==> src/rtl/led_cube_pkg.sv <==
// Shared types and constants for the LED cube frame path.
// Frame addresses are {layer, latch}, three bits each.
package led_cube_pkg;

  localparam int DATA_W      = 8;
  localparam int ADDR_W      = 6;
  localparam int FRAME_BYTES = 64;

  typedef enum logic {
    FILL = 1'b0,
    FULL = 1'b1
  } writer_state_t;

  function automatic logic [2:0] addr_layer(
    input logic [ADDR_W-1:0] a
  );
    return a[5:3];
  endfunction

  function automatic logic [2:0] addr_latch(
    input logic [ADDR_W-1:0] a
  );
    return a[2:0];
  endfunction

endpackage

==> src/rtl/frame_bank.sv <==
// One frame of latch bytes: async-cleared register array,
// one synchronous write port, one combinational read port.
module frame_bank #(
  parameter int DATA_W = 8,
  parameter int ADDR_W = 6,
  parameter int DEPTH  = 64
) (
  input  logic              clk,
  input  logic              rst_n,
  input  logic              i_we,
  input  logic [ADDR_W-1:0] i_waddr,
  input  logic [DATA_W-1:0] i_wdata,
  input  logic [ADDR_W-1:0] i_raddr,
  output logic [DATA_W-1:0] o_rdata
);

  logic [DATA_W-1:0] r_mem [DEPTH];

  always_ff @(posedge clk or negedge rst_n) begin
    if (!rst_n) begin
      for (int i = 0; i < DEPTH; i++) begin
        r_mem[i] <= '0;
      end
    end else if (i_we) begin
      r_mem[i_waddr] <= i_wdata;
    end
  end

  assign o_rdata = r_mem[i_raddr];

endmodule

==> src/rtl/frame_buffer_writer.sv <==
// Double-buffered cube frame store: stream fills the back bank,
// driver reads the front bank, swap only on frame_done.
module frame_buffer_writer #(
  parameter int DATA_W      = 8,
  parameter int ADDR_W      = 6,
  parameter int FRAME_BYTES = 64
) (
  input  logic              clk,
  input  logic              rst_n,
  input  logic              in_valid,
  input  logic [DATA_W-1:0] in_data,
  input  logic              in_sof,
  output logic              in_ready,
  input  logic [ADDR_W-1:0] rd_addr,
  output logic [DATA_W-1:0] rd_data,
  input  logic              frame_done,
  output logic              frame_pending,
  output logic              swap,
  output logic              active_bank,
  output logic              sof_err
);

  import led_cube_pkg::*;

  localparam logic [ADDR_W-1:0] LAST = ADDR_W'(FRAME_BYTES - 1);

  writer_state_t     r_state;
  writer_state_t     w_state_nxt;
  logic [ADDR_W-1:0] r_wr_ptr;
  logic [ADDR_W-1:0] w_wr_ptr_nxt;
  logic [ADDR_W-1:0] w_waddr;
  logic              r_active_bank;
  logic              r_swap;
  logic              r_sof_err;
  logic              w_accept;
  logic              w_do_swap;
  logic              w_sof_err;
  logic [DATA_W-1:0] w_rd0;
  logic [DATA_W-1:0] w_rd1;

  always_comb begin
    w_state_nxt  = r_state;
    w_wr_ptr_nxt = r_wr_ptr;
    w_waddr      = r_wr_ptr;
    w_accept     = 1'b0;
    w_do_swap    = 1'b0;
    w_sof_err    = 1'b0;
    unique case (r_state)
      FILL: begin
        w_accept = in_valid;
        if (in_sof) w_waddr = '0;
        if (w_accept) begin
          w_wr_ptr_nxt = w_waddr + 1'b1;
          w_sof_err    = in_sof && (r_wr_ptr != '0);
          if (w_waddr == LAST) w_state_nxt = FULL;
        end
      end
      FULL: begin
        if (frame_done) begin
          w_do_swap   = 1'b1;
          w_state_nxt = FILL;
        end
      end
      default: w_state_nxt = FILL;
    endcase
  end

  always_ff @(posedge clk or negedge rst_n) begin
    if (!rst_n) begin
      r_state       <= FILL;
      r_wr_ptr      <= '0;
      r_active_bank <= 1'b0;
      r_swap        <= 1'b0;
      r_sof_err     <= 1'b0;
    end else begin
      r_state       <= w_state_nxt;
      r_wr_ptr      <= w_wr_ptr_nxt;
      r_active_bank <= r_active_bank ^ w_do_swap;
      r_swap        <= w_do_swap;
      r_sof_err     <= w_sof_err;
    end
  end

  // Writes always land in the bank the driver is not reading.
  frame_bank #(
    .DATA_W (DATA_W),
    .ADDR_W (ADDR_W),
    .DEPTH  (FRAME_BYTES)
  ) u_bank0 (
    .clk     (clk),
    .rst_n   (rst_n),
    .i_we    (w_accept && r_active_bank),
    .i_waddr (w_waddr),
    .i_wdata (in_data),
    .i_raddr (rd_addr),
    .o_rdata (w_rd0)
  );

  frame_bank #(
    .DATA_W (DATA_W),
    .ADDR_W (ADDR_W),
    .DEPTH  (FRAME_BYTES)
  ) u_bank1 (
    .clk     (clk),
    .rst_n   (rst_n),
    .i_we    (w_accept && !r_active_bank),
    .i_waddr (w_waddr),
    .i_wdata (in_data),
    .i_raddr (rd_addr),
    .o_rdata (w_rd1)
  );

  assign rd_data       = r_active_bank ? w_rd1 : w_rd0;
  assign in_ready      = (r_state == FILL);
  assign frame_pending = (r_state == FULL);
  assign swap          = r_swap;
  assign sof_err       = r_sof_err;
  assign active_bank   = r_active_bank;

endmodule

==> config.mk <==
export PLATFORM = sky130hd
export DESIGN_NAME = frame_buffer_writer
export DESIGN_NICKNAME = d
export VERILOG_FILES = /design/src/rtl/led_cube_pkg.sv /design/src/rtl/frame_bank.sv /design/src/rtl/frame_buffer_writer.sv
export SDC_FILE = /design/constraint.sdc
export NUM_CORES = 1
export LEC_CHECK = 0
export ABC_AREA = 1
export CAP_MARGIN = 20
export CORE_MARGIN = 4
export CORE_UTILIZATION = 45
export CTS_BUF_LIST = sky130_fd_sc_hd__clkbuf_2
export CTS_CLUSTER_SIZE = 24
export DETAILED_ROUTE_END_ITERATION = 8
export PLACE_DENSITY = 0.58
export SLEW_MARGIN = 40
export SYNTH_ARGS = -nofsm -noshare
export SYNTH_HDL_FRONTEND = slang
export SYNTH_HIERARCHICAL = 1
export SYNTH_SLANG_ARGS = --single-unit
==> constraint.sdc <==
create_clock -name clk -period 5.6 [get_ports clk]
set_input_delay 1.68 -clock clk [delete_from_list [all_inputs] [get_ports clk]]
set_output_delay 1.68 -clock clk [all_outputs]
set_load 0.02 [all_outputs]
After elaboration in Yosys (flattened, before gate mapping):

Index checks and enable logic that the tools add are counted.

* flip-flop bits (word level): 1034
* input bits: 19
* output and inout bits: 13

* $add $sub $neg: 1
* order comparisons: 3
* equality and inequality tests: 1
* mux-type cells: 23
* bitwise operators: 4
* reductions and logical operators: 7

Operators with widths (number)
* $bwmux W512: 2
* $bmux W8 S6: 2
* $demux W8 S6: 1
* $mux W8: 6
* $mux W6: 3
* $ge A7 B7 Y1 const B: 2
* $not A6 Y7: 2
* $mux W1: 8
* $lt A7 B1 Y1 const B: 1
* $add A6 B1 Y6 const B: 1
* $eq A6 B6 Y1 const B: 1
* $reduce_bool A6 Y1: 1
* $logic_and A1 B1 Y1: 4
* $pmux W1 S2: 1
* $reduce_and A2 Y1: 1
* $logic_not A1 Y1: 1
* $not A1 Y1: 1
* $xor A1 B1 Y1: 1

Longest topological paths before layout:

* depth after elaboration: 9
* gate-level depth with buffers: 14
* mapped depth without buffers: 11

Cells and area by module:

The synthesis kept the hierarchy.

By module, submodules not included
* frame_bank: instances 2, cells an instance 2954, area an instance 23413.7 um^2, seq. area each 12812.3 um^2
* frame_buffer_writer: instances 1, cells an instance 101, area an instance 680.7 um^2, seq. area each 250.2 um^2

Least setup slack after synthesis:

OpenSTA, ideal clock, no wires.

* path kind: input -> output
* start: in rd_addr[0]
* end: out rd_data[5]
* arrival: 3.145 ns
* data required time: 3.920 ns
* setup slack: 0.775 ns
* stages: 14
* cell sequence: clkbuf_1 -> inv_1 -> clkbuf_1 -> clkbuf_1 -> nand2_1 -> nand3_1 -> nand3_1 -> nand2_1 -> nand2_1 -> nand3_1 -> nand3_1 -> nand2_1 -> nand2_1 -> nand2_1

* word-level cells in the longest chain between the ends: 5
* elaborated cells between the ends (all ways): 8
* those cells by class: mux: 7; bitwise: 1

Ends and longest elaborated chain
* start: declaration: line frame_buffer_writer.sv:14 `input logic [ADDR_W-1:0] rd_addr,`
* $not A6 Y7 (not written as such): line frame_bank.sv:29 `assign o_rdata = r_mem[i_raddr];`
* $bmux W8 S6: line frame_bank.sv:29
* $mux W8 (not written as such) (2 in series): line frame_bank.sv:29
* net w_rd1[5]: line frame_buffer_writer.sv:39 `logic [DATA_W-1:0] w_rd1;`
* $mux W8: line frame_buffer_writer.sv:113 `assign rd_data = r_active_bank ? w_rd1 : w_rd0;`
* end: declaration: line frame_buffer_writer.sv:15 `output logic [DATA_W-1:0] rd_data,`

The timed path passes the listed nets, and every way through them passes these cells. The select of a mux whose other input is x is not followed.

Worst setup path in the final report:

* start: in rd_addr[4]
* end: out rd_data[0]

Same word-level chain as after synthesis.

==> summary.md <==
| Metric | Value |
|---|---|
| Status | finished clean |
| R2R Setup Slk | approximately 1800 ps |
| Cells after Synth | 6,009 |
| Vias per cell | between 5 and 6 |
| Final Setup Violations | 0 |
| Cell mode on critical path | nand2_1 |
| Global-route wire length before repair | roughly 230,000 um |
| Crit path setup slack, layout | 52.85 ps |
| CP cell instances | clkdlybuf4s50_1 > inv_1 > buf_4 > nand3_1 > nand3_1 > nand2_1 > nand2_1 > nand2_1 > clkdlybuf4s15_1 |
| Vias in the first global route | a little over 40,000 |
| Slowest cell on crit path | clkdlybuf4s50_1 |
| Mapped Nets | 6,029 |
| CP Max Fanout | 11 |
| FMAX | approximately 180 MHz |
| Power per cell area | 277.7 nW/um^2 |
| Drt first pass iters | 8 |
| Tot GR Track Use | 26.41% |
| Worst path required time | roughly 3900 ps |
| Top Usage Layer GRT | met2 |
| Hold Violations, Final | 0 |
| Hold path startpoint | u_bank1/r_mem[232] |
| Initial DRC Count | 3,974 |
| Worst EP arrival | 3870 ps |
| Hpwl dp | between 90,000 and 100,000 um |
| Worst Tran Pin Value | 1012 ps |
| Hold slack | 488.2 ps |
| Slew Limit Fails | 0 |
| Commonest non-fill, non-tap cell in the layout | nand2_1 |
| Syn avg cell area | 7.906 sq um |
| MaxCap Viol Count | 0 |
| Height of the die | 332.9 um |
| Wire per inst | approximately 19 um |
| Clk_lat worst skew | 1580 ps |
| RSZ-0062 raised after global routing | true |
| Synthesized area | 47,510 sq um |
| Setup CP Type | primary input to output port |
| GR met1 Demand/Resource | 37.15% |
| Clock tree sinks | about 1,000 |
| Largest net degree at the start of global routing | 115 |
| Crit path time final | about 5500 ps |
| Port bufs | 31 |
| YS warnings | 6 |
| Most frequent cells in the layout | 2,271 x nand2_1, 1,034 x dfrtp_1, 867 x nand3_1 |
| Initial Util | 45.58% |
| Met3 global-route usage | 4.617% |
| CTS buffer count | 298 |
| CP Launch Type | primary input |
| Die outline width | 332.9 um |
| Share of cells above drive strength 1 | 14.10% |
| NumNets Final | 6,281 |
| Total Power | between 10 and 15 mW |
| Initial antenna violation count | 2 |
| Worst path max stage delay | 690 ps |
| Pleak | between 20 and 30 nW |
| TritonCTS clock tree | yes |
| Cell row count | 118 |
| GR Overflow Total | 0 |
| # fillers | between 10,000 and 15,000 |
| Critical Path End Type | output port |
| Top Family by Delay on Critical Path | buffers and inverters |
| Post-synth cell types | 28 |
| VDD IR max | around 0.14 mV |
| Final antenna-violating net count | 0 |
| I/O pin cnt | 32 |
| H-Tree Level Count | 5 |
| Worst path bufs/invs | 4 |
| Tcrit/Tclk final | 99.06% |
| Seq/Total Area, Yosys | a little over half |
| FF+latch count, synth | 1,034 |
| Final core occ | 51.69% |
| Core area | 104,200 sq um |
| Die outline area | 110,800 sq um |
| Deepest clock path buffer count | 4 |
| Root buf cell | clkbuf_2 |
| Critical R2R Launch | active_bank |
| Area Overhead vs Synth | 13.40% |
| Final Skew | 121.1 ps |
| CTS clock-pin slew for the worst setup and hold paths | 80 ps |
| Worst Hold Class | flip-flop to flip-flop |
| Critical path origin | rd_addr[4] |
| GPL Wtd Cong | roughly 0.9 |
| Worst slack, placed | -166.8 ps |
| Via count | around 42,000 |
| Setup Buffers After CTS | 0 |
| Rel. slew slack | 32.54% |
| GR met2 Demand/Resource | 41.47% |
| DRC viols | 0 |
| Total wire length | 146,700 um |
[layout make-up]
class / instances / area (sq um) / area share, %
Inverter: 72 / 309.0 / 0.5736
Timing Repair Buffer: 397 / 3923 / 7.281
Antenna cell: 8 / 20.02 / 0.03716
Tap cell: 1380 / 1727 / 3.205
Clock buffer: 423 / 2117 / 3.929
Multi-Input combinational cell: 4458 / 19550 / 36.28
Sequential cell: 1034 / 25870 / 48.03
Clock inverter: 65 / 359.1 / 0.6665
[registers in the layout (all words and copies together) (netlist names)]
register,cells
u_bank1/r_mem,512
r_wr_ptr,6
swap,1
active_bank,1
frame_pending,1
u_bank0/r_mem,512
sof_err,1
[layer usage]
| metal | share of wire [%] | wire [um] | vias up |
|---|---|---|---|
| met1 | 45 | 66540 | 20030 |
| met3 | 5.6 | 8272 | 276 |
| met4 | 2.9 | 4215 | 0 |
| met2 | 46 | 67700 | 1187 |
| met5 | 0 | 0 | - |
| li1 | - | - | 20350 |
[Yosys cell counts]
master / instances / area [sq um]
a21oi_1: 193 / 965.9
buf_1: 34 / 127.6
buf_2: 61 / 305.3
buf_4: 2 / 15.01
buf_6: 12 / 135.1
clkbuf_1: 336 / 1261
clkinv_1: 16 / 60.06
dfrtp_1: 1034 / 25870
ha_1: 1 / 12.51
inv_1: 46 / 172.7
inv_2: 10 / 37.54
nand2_1: 2277 / 8547
nand2_2: 2 / 12.51
nand2_4: 1 / 11.26
nand3_1: 867 / 4339
nand3_2: 1 / 10.01
nand4_1: 2 / 12.51
nor2_1: 205 / 769.5
nor2_2: 24 / 150.1
nor2_4: 3 / 33.78
nor3_1: 26 / 130.1
nor3_2: 6 / 60.06
nor4_4: 12 / 255.2
o21ai_0: 833 / 4169
o21bai_1: 1 / 7.510
o22ai_1: 1 / 6.260
xnor2_1: 2 / 17.52
xor2_1: 1 / 8.760
[kinds of logic (layout without fill, tap and decap cells)]
logic type	Yosys count	in the layout	share of synthesized area [%]
and+or+nand+nor	3426	3426	30.17
DFF	1034	1034	54.46
AOI/OAI and AO/OA	1028	1028	10.84
buffers and inverters	517	957	4.451
xor gates and xnor gates	3	3	0.05532
adders and majority gates	1	1	0.02633
other	0	8	0
[through the flow]
step | instances | setup TNS, ps | instance area (sq um)
6_report | 7837 | 0 | 53880
5_1_grt | 7833 | -14.33 | 53870
4_1_cts | 7829 | 0 | 53820
3_5_place_dp | 7341 | -826.4 | 51340
3_3_place_gp | 7340 | -925.8 | 51290
2_1_floorplan | 6009 | 0 | 47510
[worst paths after layout]
check | end | cells after the start
hold / removal | u_bank1/r_mem[232] | 2
max in group asynchronous | u_bank0/r_mem[194] | 4
min in group asynchronous | u_bank1/r_mem[467] | 2
setup / recovery | rd_data[0] | 9
hold reg to reg | u_bank1/r_mem[232] | 2
setup reg to reg | u_bank0/r_mem[200] | 9
[tightest hold or removal path: cells and delay by family (launching register included)]
kind	cells	cell delay, ps
compound gates	1	60
flops	1	350
simple gates	1	50
[power breakdown]
part	total [mW]	internal (mW)	switching (mW)
clock network	5.40	2.18	3.21
registers	7.90	7.73	0.162
logic	1.67	0.524	1.15
total	15.0	10.4	4.52
[repair_timing]
action / in CTS / in global routing
resized for setup: 7 / 15
pin swaps: 1 / 2
hold buffers: 1 / 0
setup endpoints to repair: 6 / 8
endpoints found under the hold margin: 16 / 0
Power figures use the tool's default switching activity.
